`config.mk`:
```
export PLATFORM = sky130hd
export DESIGN_NAME = pc_sequencer
export DESIGN_NICKNAME = d
export VERILOG_FILES = /design/src/rtl/rv_fetch_pkg.sv /design/src/rtl/pc_sequencer_adder.sv /design/src/rtl/pc_sequencer.sv
export SDC_FILE = /design/constraint.sdc
export NUM_CORES = 1
export LEC_CHECK = 0
export CORE_MARGIN = 2
export CORE_UTILIZATION = 45
export CTS_BUF_LIST = sky130_fd_sc_hd__clkbuf_16
export CTS_CLUSTER_SIZE = 30
export DETAILED_ROUTE_END_ITERATION = 6
export GPL_ROUTABILITY_DRIVEN = 1
export PLACE_DENSITY = 0.78
export SLEW_MARGIN = 10
export SYNTH_ARGS = -nofsm -noshare
export SYNTH_HDL_FRONTEND = slang
export SYNTH_SLANG_ARGS = --single-unit
export TNS_END_PERCENT = 1
```
`constraint.sdc`:
```
create_clock -name clk -period 2.1 [get_ports clk]
set_clock_uncertainty 0.15 [all_clocks]
set_input_delay 0.63 -clock clk [delete_from_list [all_inputs] [get_ports clk]]
set_output_delay 0.63 -clock clk [all_outputs]
set_load 0.01 [all_outputs]
```
`src/rtl/rv_fetch_pkg.sv`:
```
// ----------------------------------------------------------------------------
// rv_fetch_pkg
// Shared definitions for the instruction-fetch path:
//   - fetch_state_e   : sequencer states (IDLE, FETCH, VALID, DISCARD)
//   - RESET_VECTOR_DEF: default PC loaded at reset
//   - TRAP_VECTOR_DEF : default fetch target for a misaligned redirect
//   - is_misaligned() : word-alignment check on the two low address bits
// ----------------------------------------------------------------------------
package rv_fetch_pkg;

    typedef enum logic [1:0] {
        IDLE    = 2'd0,
        FETCH   = 2'd1,
        VALID   = 2'd2,
        DISCARD = 2'd3
    } fetch_state_e;

    localparam logic [31:0] RESET_VECTOR_DEF = 32'h0000_0000;
    localparam logic [31:0] TRAP_VECTOR_DEF  = 32'h0000_0100;

    // Only the two low bits decide word alignment.
    function automatic logic is_misaligned(input logic [1:0] i_addr_lo);
        return (i_addr_lo != 2'b00);
    endfunction

endpackage

```
`src/rtl/pc_sequencer_adder.sv`:
```
// ----------------------------------------------------------------------------
// pc_sequencer_adder
// Sequential-PC incrementer: o_sum = i_a + 4, modulo 2^WIDTH.
// Ports:
//   i_a   in  WIDTH  current PC
//   o_sum out WIDTH  PC + 4 (wraps to 0 past the top of the address space)
// ----------------------------------------------------------------------------
module pc_sequencer_adder #(
    parameter int WIDTH = 32
) (
    input  logic [WIDTH-1:0] i_a,
    output logic [WIDTH-1:0] o_sum
);

    localparam logic [WIDTH-1:0] STEP = WIDTH'(4);

    assign o_sum = i_a + STEP;

endmodule

```
`src/rtl/pc_sequencer.sv`:
```
// ----------------------------------------------------------------------------
// pc_sequencer
// Instruction-fetch controller. Owns the PC, fetches one instruction at a
// time over a req/ack handshake, presents it to decode over valid/ready, and
// lets redirects (branch, jump, trap return) preempt sequential fetch.
// Misaligned redirect targets are replaced by TRAP_VECTOR and reported.
// Ports:
//   clk, rst_n              clock, asynchronous active-low reset
//   imem_req/imem_addr      fetch request and word-aligned address
//   imem_ack/imem_rdata     memory accept, instruction data valid with ack
//   inst_valid/inst/inst_pc instruction presented to decode
//   inst_ready              decode consumes inst this cycle
//   redirect_valid/_pc      one-cycle redirect request and its target
//   trap_misaligned         one-cycle pulse on a misaligned redirect target
//   trap_epc                offending target, held until the next trap
// All outputs are registered.
// ----------------------------------------------------------------------------
module pc_sequencer
    import rv_fetch_pkg::*;
#(
    parameter logic [31:0] RESET_VECTOR = RESET_VECTOR_DEF,
    parameter logic [31:0] TRAP_VECTOR  = TRAP_VECTOR_DEF
) (
    input  logic        clk,
    input  logic        rst_n,
    output logic        imem_req,
    output logic [31:0] imem_addr,
    input  logic        imem_ack,
    input  logic [31:0] imem_rdata,
    output logic        inst_valid,
    output logic [31:0] inst,
    output logic [31:0] inst_pc,
    input  logic        inst_ready,
    input  logic        redirect_valid,
    input  logic [31:0] redirect_pc,
    output logic        trap_misaligned,
    output logic [31:0] trap_epc
);

    fetch_state_e r_state;
    logic [31:0]  r_pc;
    logic [31:0]  r_pend;
    logic         r_req;
    logic         r_inst_valid;
    logic [31:0]  r_inst;
    logic [31:0]  r_inst_pc;
    logic         r_trap;
    logic [31:0]  r_trap_epc;

    fetch_state_e w_state_next;
    logic [31:0]  w_pc_next;
    logic [31:0]  w_pend_next;
    logic         w_req_next;
    logic         w_inst_valid_next;
    logic [31:0]  w_inst_next;
    logic [31:0]  w_inst_pc_next;
    logic         w_trap_next;
    logic [31:0]  w_trap_epc_next;

    logic [31:0]  w_pc_plus4;
    logic         w_misaligned;
    logic [31:0]  w_target;

    pc_sequencer_adder #(
        .WIDTH (32)
    ) u_adder (
        .i_a   (r_pc),
        .o_sum (w_pc_plus4)
    );

    // A misaligned target is never fetched; the trap vector is fetched instead.
    assign w_misaligned = is_misaligned(redirect_pc[1:0]);
    assign w_target     = w_misaligned ? TRAP_VECTOR : redirect_pc;

    always_ff @(posedge clk or negedge rst_n) begin
        if (!rst_n) begin
            r_state      <= IDLE;
            r_pc         <= RESET_VECTOR;
            r_pend       <= RESET_VECTOR;
            r_req        <= 1'b0;
            r_inst_valid <= 1'b0;
            r_inst       <= 32'h0;
            r_inst_pc    <= 32'h0;
            r_trap       <= 1'b0;
            r_trap_epc   <= 32'h0;
        end else begin
            r_state      <= w_state_next;
            r_pc         <= w_pc_next;
            r_pend       <= w_pend_next;
            r_req        <= w_req_next;
            r_inst_valid <= w_inst_valid_next;
            r_inst       <= w_inst_next;
            r_inst_pc    <= w_inst_pc_next;
            r_trap       <= w_trap_next;
            r_trap_epc   <= w_trap_epc_next;
        end
    end

    always_comb begin
        w_state_next      = r_state;
        w_pc_next         = r_pc;
        w_pend_next       = r_pend;
        w_inst_valid_next = r_inst_valid;
        w_inst_next       = r_inst;
        w_inst_pc_next    = r_inst_pc;
        w_trap_next       = 1'b0;
        w_trap_epc_next   = r_trap_epc;

        if (redirect_valid && w_misaligned) begin
            w_trap_next     = 1'b1;
            w_trap_epc_next = redirect_pc;
        end

        case (r_state)
            IDLE: begin
                if (redirect_valid) begin
                    w_pc_next = w_target;
                end
                w_state_next = FETCH;
            end

            FETCH: begin
                if (redirect_valid) begin
                    if (imem_ack) begin
                        // Response arrives with the redirect: drop it and
                        // request the new target straight away.
                        w_pc_next    = w_target;
                        w_state_next = FETCH;
                    end else begin
                        // Request must stay stable until ack, so park the
                        // target and leave imem_addr (r_pc) untouched.
                        w_pend_next  = w_target;
                        w_state_next = DISCARD;
                    end
                end else if (imem_ack) begin
                    w_inst_valid_next = 1'b1;
                    w_inst_next       = imem_rdata;
                    w_inst_pc_next    = r_pc;
                    w_state_next      = VALID;
                end
            end

            VALID: begin
                if (redirect_valid) begin
                    w_inst_valid_next = 1'b0;
                    w_pc_next         = w_target;
                    w_state_next      = FETCH;
                end else if (inst_ready) begin
                    w_inst_valid_next = 1'b0;
                    w_pc_next         = w_pc_plus4;
                    w_state_next      = FETCH;
                end
            end

            DISCARD: begin
                if (redirect_valid) begin
                    w_pend_next = w_target;
                end
                if (imem_ack) begin
                    // A redirect in the ack cycle supersedes the parked target.
                    w_pc_next    = redirect_valid ? w_target : r_pend;
                    w_state_next = FETCH;
                end
            end

            default: begin
                w_state_next = IDLE;
            end
        endcase

        w_req_next = (w_state_next == FETCH) || (w_state_next == DISCARD);
    end

    assign imem_req        = r_req;
    assign imem_addr       = r_pc;
    assign inst_valid      = r_inst_valid;
    assign inst            = r_inst;
    assign inst_pc         = r_inst_pc;
    assign trap_misaligned = r_trap;
    assign trap_epc        = r_trap_epc;

endmodule

```
### Word level (Yosys, flattened, before mapping)

Cells that the tools add are included.
Widths: inputs -> output; s select.

| storage, ports and cells | value |
|---|---|
| register bits after elaboration | 165 |
| bits of input ports | 69 |
| output and inout port bits | 131 |
| logic and storage cells | 58 |

| cells by class | value |
|---|---|
| add/sub/neg operators | 1 |
| eq/ne operators | 12 |
| multiplexer cells | 25 |
| bitwise logic cells | 1 |
| reductions and logical operators | 10 |

Operators with widths:

| cell | count |
|---|---|
| $mux 32 | 10 |
| $pmux 32 s4 | 1 |
| $pmux 32 s2 | 1 |
| $add 32x3->32 const B | 1 |
| $mux 2 | 6 |
| $ne 2x2->1 const B | 6 |
| $pmux 2 s4 | 1 |
| $eq 2x2->1 const B | 3 |
| $reduce_and 3->1 | 2 |
| $reduce_bool 2->1 | 3 |
| $mux 1 | 5 |
| $reduce_and 5->1 | 1 |
| $eq 2x1->1 const B | 2 |
| $reduce_and 4->1 | 1 |
| $ne 3x3->1 const B | 1 |
| $logic_not 2->1 | 1 |
| $pmux 1 s2 | 1 |
| $logic_and 1x1->1 | 1 |
| $logic_or 1x1->1 | 1 |
| $not 1->1 | 1 |

### Depth between registers and ports, before layout

Gate-level depths: netlist (run 1).

| depth | value |
|---|---|
| word-level depth | 5 |
| depth in mapped cells | 9 |
| gate-level depth less buffers | 6 |

### Cells and area by module

A second synthesis (run 1) with hierarchy kept.

| unflattened totals | value |
|---|---|
| cells, all modules | 670 |
| area total of the unflattened synthesis | 7696.1 sq um |

Modules (own cells, without submodules):

| module | instances | cells an instance | area an instance (sq um) | sequential area each (sq um) |
|---|---|---|---|---|
| pc_sequencer | 1 | 587 | 7115.6 | 4103.9 |
| pc_sequencer_adder | 1 | 83 | 580.6 | 0.0 |

### Worst setup path before layout (run 1)

No wires, ideal clock.

| timing path | value |
|---|---|
| path type | in2reg |
| start point | input port redirect_valid |
| end point | register r_pc[20], in the netlist imem_addr[20] |
| library setup time | 0.099 ns |
| arrival | 2.087 ns |
| required time | 1.851 ns |
| path slack | -0.237 ns |
| stages on the path | 8 |
| buffers on the path | 4 |
| cell sequence | buf_2 > or2_2 > clkbuf_1 > o221ai_1 > buf_2 > buf_2 > nor2_1 > a311oi_1 |

| between the ends | value |
|---|---|
| longest elaborated chain between the ends | 3 |
| elaborated cells on any way between the ends | 8 |
| classes of those cells | eq/ne: 3; mux: 4; reduce/logical: 1 |

Ends and longest elaborated chain:

| what | RTL line | text |
|---|---|---|
| from (decl) | pc_sequencer.sv:34 | `input logic redirect_valid,` |
| $mux 32 | -- |  |
| $mux 32 | pc_sequencer.sv:159 | `if (imem_ack) begin` |
| $pmux 32 s4 | pc_sequencer.sv:114 | `case (r_state)` |
| to (signal assigned) | pc_sequencer.sv:88 | `r_pc <= w_pc_next;` |
| to (decl) | pc_sequencer.sv:41 | `logic [31:0] r_pc;` |

Several ways; a longest one is shown, not always the timed one. The select of a mux whose other input is x is not followed.
A chain may end at the register's enable or synchronous reset.

### Worst setup path in the final report (run 1)

| timing path | value |
|---|---|
| start point | input port imem_ack |
| end point | register r_pc[23], in the netlist imem_addr[23] |

| between the ends | value |
|---|---|
| longest elaborated chain between the ends | 2 |
| elaborated cells on any way between the ends | 3 |
| classes of those cells | eq/ne: 2; reduce/logical: 1 |

Ends and longest elaborated chain:

| what | RTL line | text |
|---|---|---|
| from (decl) | pc_sequencer.sv:28 | `input logic imem_ack,` |
| $ne 2x2->1 (no line) | -- |  |
| $reduce_and 5->1 (no line) * | -- |  |

Mark *: on every way between the ends. The rest lies on a longest branch, timed or not.

==> metrics.txt, run 1 <==
fraction of layout cells with a size suffix above 1 27.7%; IR drop worst, VDD 555 uV; CTS tree built; cell internal pwr between 7 and 8 mW; Synth cell types 66; Initial Util 46.4%; Top Layer Used met4; design area 0.0115 mm^2; critical path class in -> reg; Startpoint Class primary input; total negative slack -0.0483 ns; vias in the first global route 7103; routed wl met2 between 10 and 15 mm; clk sinks 164; FF+latch count, synth 164; Post-synth ARST share 100%; Mean Syn Cell Area between 10 and 15 um^2; metal1 wirelength 10.2 mm; first-pass GRT wire length 38.0 mm; CP Data Required Time around 2.3 ns; post-DP HPWL 17.8 mm; Wirelength per Cell 18.9 um; clock slew at reported path FFs 0.07 ns; Largest stage delay, worst path 0.57 ns; Mapped Cells 734; I/O Pins 200; switching power 3.32 mW; total gr overflow 0; Critical path buffers and inverters 2; Max Slew Vio Count 0; Worst Hold Class reg -> reg; P per Cell Area 923 mW/mm^2; dpl ws -0.498 ns; clk buf depth 2; RSZ-0062 raised after global routing true; fin crit share 101%; DIE WIDTH 135 um; status finished, violations left; Arr. time, crit path 2.35 ns; Leak Pwr 5.31 nW; vias per cell 5.66; Seq/Total Area, Yosys 53.0%; Seq pwr share 40.3%; Site Rows 47; ys flop type dfrtp_1; total track usage 26.8%; IO Port Bufs 199; clock root buffer clkbuf_16; Yosys Warn Count 0; Final Net Count about 1100; highest-delay cell along the critical path clkdlybuf4s50_1; Chip Height about 140 um; final period demand of the worst path ~2.1 ns; Num CTS Buffers 17; Slew @ Worst Pin 0.465 ns; EDFF count, synth 0; GPL Wtd Cong about 0.97; metal3 WL between 2 and 2.5 mm; Top delay family on crit path buffers and inverters; clk_lat worst skew ~0.43 ns; WL final 23.8 mm; fmax about 470 MHz; Die Footprint 0.0183 mm^2; failing checks setup timing; Hold Violations, Final 0; Comb power frac 31.8%; Final Worst Setup Slack -0.0303 ns; remaining antenna violation count 0; initial antenna violation count 2; total core area 0.0167 mm^2; syn_nets 804; Max-Cap Viols 0; critical-path maximum fanout 11; clock power share 28.0%; Residual DRC 0; critical path, cell by cell clkdlybuf4s50_1 > nand2b_2 > o221ai_4 > buf_6 > a2111oi_0 > mux2i_1 > nand2_1; CTS H-tree depth 4; Mapped Area between 0.007 and 0.008 mm^2; largest net degree at the start of global routing 45; Cell Area, Placed 0.0108 mm^2; DR pass1 iterations 6; drt initial violations roughly 600; via count 7117; setup violators final 2; P&R area growth vs syn 48.0%; CP endpoint kind flop; worst relative slew slack 69.0%; switch share 31.4%
-- per-layer routing --
metal | GRT usage, % | up-vias
met5 | 0 | -
met4 | 10.5 | 0
met3 | 8.79 | 54
met2 | 40.9 | 409
met1 | 35.5 | 3411
li1 | - | 3243
-- placed cells by master (no fill, tap or decap), drive strengths merged, types with 6 or more instances in the layout --
master,n
a21oi,55
and2,10
dlygate4sd2,113
o21ai,56
nand4,6
dlymetal6s2s,18
nor3b,7
nand2,94
inv,15
buf,123
mux2,94
nor2,32
a31oi,17
clkdlybuf4s50,65
nand3,20
dfrtp,164
clkbuf,17
and3,6
nand2b,10
clkinv,6
nor3,8
-- sequential cells by signal, summed over array words and instances, names as in the netlist --
signal	flops
trap_misaligned	1
r_pend	32
inst	32
imem_addr	32
r_state	2
inst_pc	32
trap_epc	32
inst_valid	1
-- final cells by class --
class	count	area (um^2)
clock buffer	17	425
inverter	10	37.5
fill	1326	5230
tap	220	275
multi-input combinational	508	3510
clock inverter	15	131
antenna	2	5.00
timing repair buffer	322	2970
sequential	164	4110
-- what timing repair did --
item                                    CTS  global route
hold buffers                              1             0
setup buffers                             1             4
endpoints found under the hold margin    19             0
resized for setup                       124            42
endpoints found under the setup margin  119            69
gates cloned                              0             0
pin swaps                                 2             6
-- worst min-delay path, delay by kind of cell, from the launching register on --
kind            cells  cell delay, ns
flops               1            0.34
compound gates      1            0.06
simple gates        1            0.05
-- worst paths after layout --
path                       slack [ns]         start       endpoint  cells after the start
max                             -0.03      imem_ack  imem_addr[23]                      7
min                              0.33   inst_pc[26]    inst_pc[26]                      2
max reg2reg                      0.02  imem_addr[3]  imem_addr[10]                      7
min reg2reg                      0.33   inst_pc[26]    inst_pc[26]                      2
max in group asynchronous        0.65         rst_n       inst[17]                      3
min in group asynchronous        0.56         rst_n     inst_pc[8]                      2
-- cell families after synthesis --
kind of cell             Yosys count  synth area share [%]
AO/OA/AOI/OAI                    186                  15.1
XOR/XNOR                           5                 0.565
multiplexers                      96                  13.9
flip-flops                       164                  53.0
buffers and inverters             62                  3.18
adder cells (fa/ha/maj)            1                 0.161
AND/OR/NAND/NOR                  220                  14.1
-- stage by stage --
| step | power (mW) | cells | util, % | hold WS (ns) |
|---|---|---|---|---|
| floorplan | 5.78 | 734 | - | 0.184 |
| global placement | 7.92 | 1218 | 64.8 | 0.303 |
| detailed placement | 8.01 | 1218 | 64.8 | 0.312 |
| CTS | 10.6 | 1252 | 67.6 | 0.329 |
| global route | 11.1 | 1257 | 68.7 | 0.351 |
| finish | 10.6 | 1258 | 68.7 | 0.327 |
-- power groups by stage --
stage | combinational [mW] | sequential (mW) | clock [mW]
2_1_floorplan | 1.13 | 4.65 | 0
3_3_place_gp | 3.61 | 4.31 | 0
3_5_place_dp | 3.67 | 4.34 | 0
4_1_cts | 3.35 | 4.27 | 3.02
5_1_grt | 3.62 | 4.36 | 3.15
6_report | 3.36 | 4.27 | 2.96
-- cells in the mapped netlist (3+ instances only) --
master     instances  share of area, %
o21ai_0           55               3.6
xor2_1             3              0.34
inv_1             10              0.48
nor3_1             8              0.52
buf_2              5              0.32
nand3b_1           4              0.39
o31ai_1            4              0.39
a21oi_1           54               3.5
nand2b_1          10              0.81
nor2b_1            3              0.24
and3_1             5              0.40
buf_1              8              0.39
nor3b_1            7              0.68
nand3_1           18               1.2
nor2_1            32               1.6
nand4_1            6              0.48
o22ai_1            3              0.24
a32oi_1            4              0.45
dfrtp_1          164                53
a2111oi_0          4              0.45
a2bb2oi_1          3              0.34
o221a_2            3              0.44
and4_1             4              0.45
a311oi_1           5              0.57
o21a_1             4              0.39
mux2_2            94                14
and2_1            10              0.81
o22a_1             3              0.34
a31oi_1           17               1.4
nand2_1           94               4.6
nor4_1             5              0.40
clkbuf_1          38               1.8
(Power assumes the default switching activity.)
==> inputs of run 2 (changes only) <==
--- a/config.mk
+++ b/config.mk
@@ -5,7 +5,6 @@
 export SDC_FILE = /design/constraint.sdc
 export NUM_CORES = 1
 export LEC_CHECK = 0
-export CORE_MARGIN = 2
 export CORE_UTILIZATION = 45
 export CTS_BUF_LIST = sky130_fd_sc_hd__clkbuf_16
 export CTS_CLUSTER_SIZE = 30
==> run 2 against run 1 <==
The flow now finishes without violations; first-iteration DRC count increased by 5.9%; total power increased by 0.92%; sequential power about the same; cell area increased by 0.48%; core utilization increased by 0.33 points; register-to-register slack got worse by 0.02 ns; largest cell class unchanged.
==> metrics.txt, run 2 (synthesis results as in run 1) <==
status finished, final reports clean; RSZ-0062 raised after global routing true; clock slew at reported path FFs 0.07 ns; fin crit share 99.9%; Critical path buffers and inverters 1; Initial Util 46.4%; CP Data Required Time 2.29 ns; critical path, cell by cell ha_1 > and4_2 > buf_4 > and2_2 > a31oi_1 > o22ai_1 > a21oi_1; critical-path maximum fanout 5; largest net degree at the start of global routing between 50 and 60; Site Rows 47; Largest stage delay, worst path 0.43 ns; Total Power 10.7 mW; DIE WIDTH between 100 and 150 um; post-DP HPWL 17.5 mm; Worst Hold Class reg -> reg; P per Cell Area 927 mW/mm^2; antenna cell count 0; P&R area growth vs syn 48.7%; total gr overflow 0; setup violators final 0; Hold Violations, Final 0; IO Port Bufs 199; CTS H-tree depth 4; final period demand of the worst path 2.10 ns; Arr. time, crit path 2.29 ns; Die Footprint approximately 0.018 mm^2; total core area 0.0167 mm^2; Startpoint Class flop; Max Slew Vio Count 0; DR pass1 iterations 5; first-pass GRT wire length 37.7 mm; CP endpoint kind flop; placed insts 1223; Top delay family on crit path compound AO/OA/AOI/OAI gates; Chip Height around 130 um; commonest non-fill, non-tap cell in the layout dfrtp_1; Num CTS Buffers 17; WL final 23.5 mm; Leak Pwr 5.40 nW; worst relative slew slack 70.7%; clk sinks 164; CTS tree built; vias per cell 5.67; clock root buffer clkbuf_16; total track usage around 28%; Residual DRC 0; initial antenna violation count 0; Max-Cap Viols 0; Final Worst Setup Slack 0.00264 ns; number of fillers in the final layout 1310; WHS 0.331 ns; remaining antenna violation count 0; clk buf depth 2; via count 7139; Final Net Count 1096; Wirelength per Cell between 15 and 20 um; I/O Pins 200; Slew @ Worst Pin 0.434 ns; non-filler instance count after layout ~1300; GPL Wtd Cong 0.939; fmax 477 MHz; dpl ws -0.552 ns; drt initial violations 624; commonest non-fill, non-tap cells in the layout 157 x dfrtp_1, 114 x buf_4, 103 x dlygate4sd2_1; critical path class reg -> reg; highest-delay cell along the critical path dfrtp_1; fraction of layout cells with a size suffix above 1 28.6%; vias in the first global route between 6000 and 7000; clk_lat worst skew around 0.44 ns; IR drop worst, VDD ~600 uV
run 2: cell types whose count changed in the layout (fill, tap and decap cells not counted), sizes merged, moves of 3 or more:
cell / before / now
dlygate4sd2: 113 / 103
dlymetal6s2s: 18 / 23
clkinvlp: 3 / 0
buf: 123 / 126
clkdlybuf4s15: 2 / 5
run 2: path summary, 6_finish.rpt:
kind,start,end,slack [ns],depth (start not counted)
worst max register to register,imem_addr[2],imem_addr[10],0.003,7
max in group asynchronous,rst_n,imem_addr[30],0.70,3
worst max-delay path,imem_addr[2],imem_addr[10],0.003,7
worst min register to register,inst_pc[26],inst_pc[26],0.33,2
min in group asynchronous,rst_n,inst[18],0.48,2
worst min-delay path,inst_pc[26],inst_pc[26],0.33,2
run 2: power by group:
part | total [mW] | switching, mW | internal, mW
Sequential | 4.29 | 0.426 | 3.86
Combinational | 3.36 | 1.58 | 1.78
Clock | 3.04 | 1.38 | 1.67
run 2: repair_timing:
action,in CTS,in global routing
buffers inserted,0,3
endpoints found under the hold margin,17,0
gates resized for setup,126,51
gates cloned,0,0
endpoints found under the setup margin,125,77
hold buffers,1,0
pin swaps,0,2
run 2: cell type report:
class | count | area (um^2) | share of cell area, %
clock buffers | 17 | 425 | 3.69
inverters | 10 | 37.5 | 0.326
repair buffers | 325 | 2990 | 25.9
well taps | 220 | 275 | 2.39
multi-input cells | 508 | 3540 | 30.7
clock inverters | 15 | 146 | 1.27
flip-flops and latches | 164 | 4110 | 35.7
run 2: metrics by stage:
stage / area, um^2 / util [%] / setup TNS (ns)
6_report: 11500 / 69.0 / 0
5_1_grt: 11500 / 69.0 / -0.115
4_1_cts: 11300 / 68.0 / -0.00381
3_5_place_dp: 10800 / 64.9 / -55.44
3_3_place_gp: 10800 / 64.9 / -51.04
2_1_floorplan: 7790 / - / -6.78
run 2: routing by layer:
layer / vias to the layer above / share of wire [%] / global-route usage [%]
met4: 0 / 2.3 / 9.60
met3: 48 / 10 / 7.46
li1: 3264 / - / -
met1: 3387 / 43 / 38.5
met2: 440 / 44 / 41.2
met5: - / 0 / 0
run 2: worst min-delay path, delay by kind of cell (launching register included):
family / cells / cell delay [ns]
flip-flops: 1 / 0.34
AND/OR/NAND/NOR: 1 / 0.05
AO/OA/AOI/OAI: 1 / 0.06
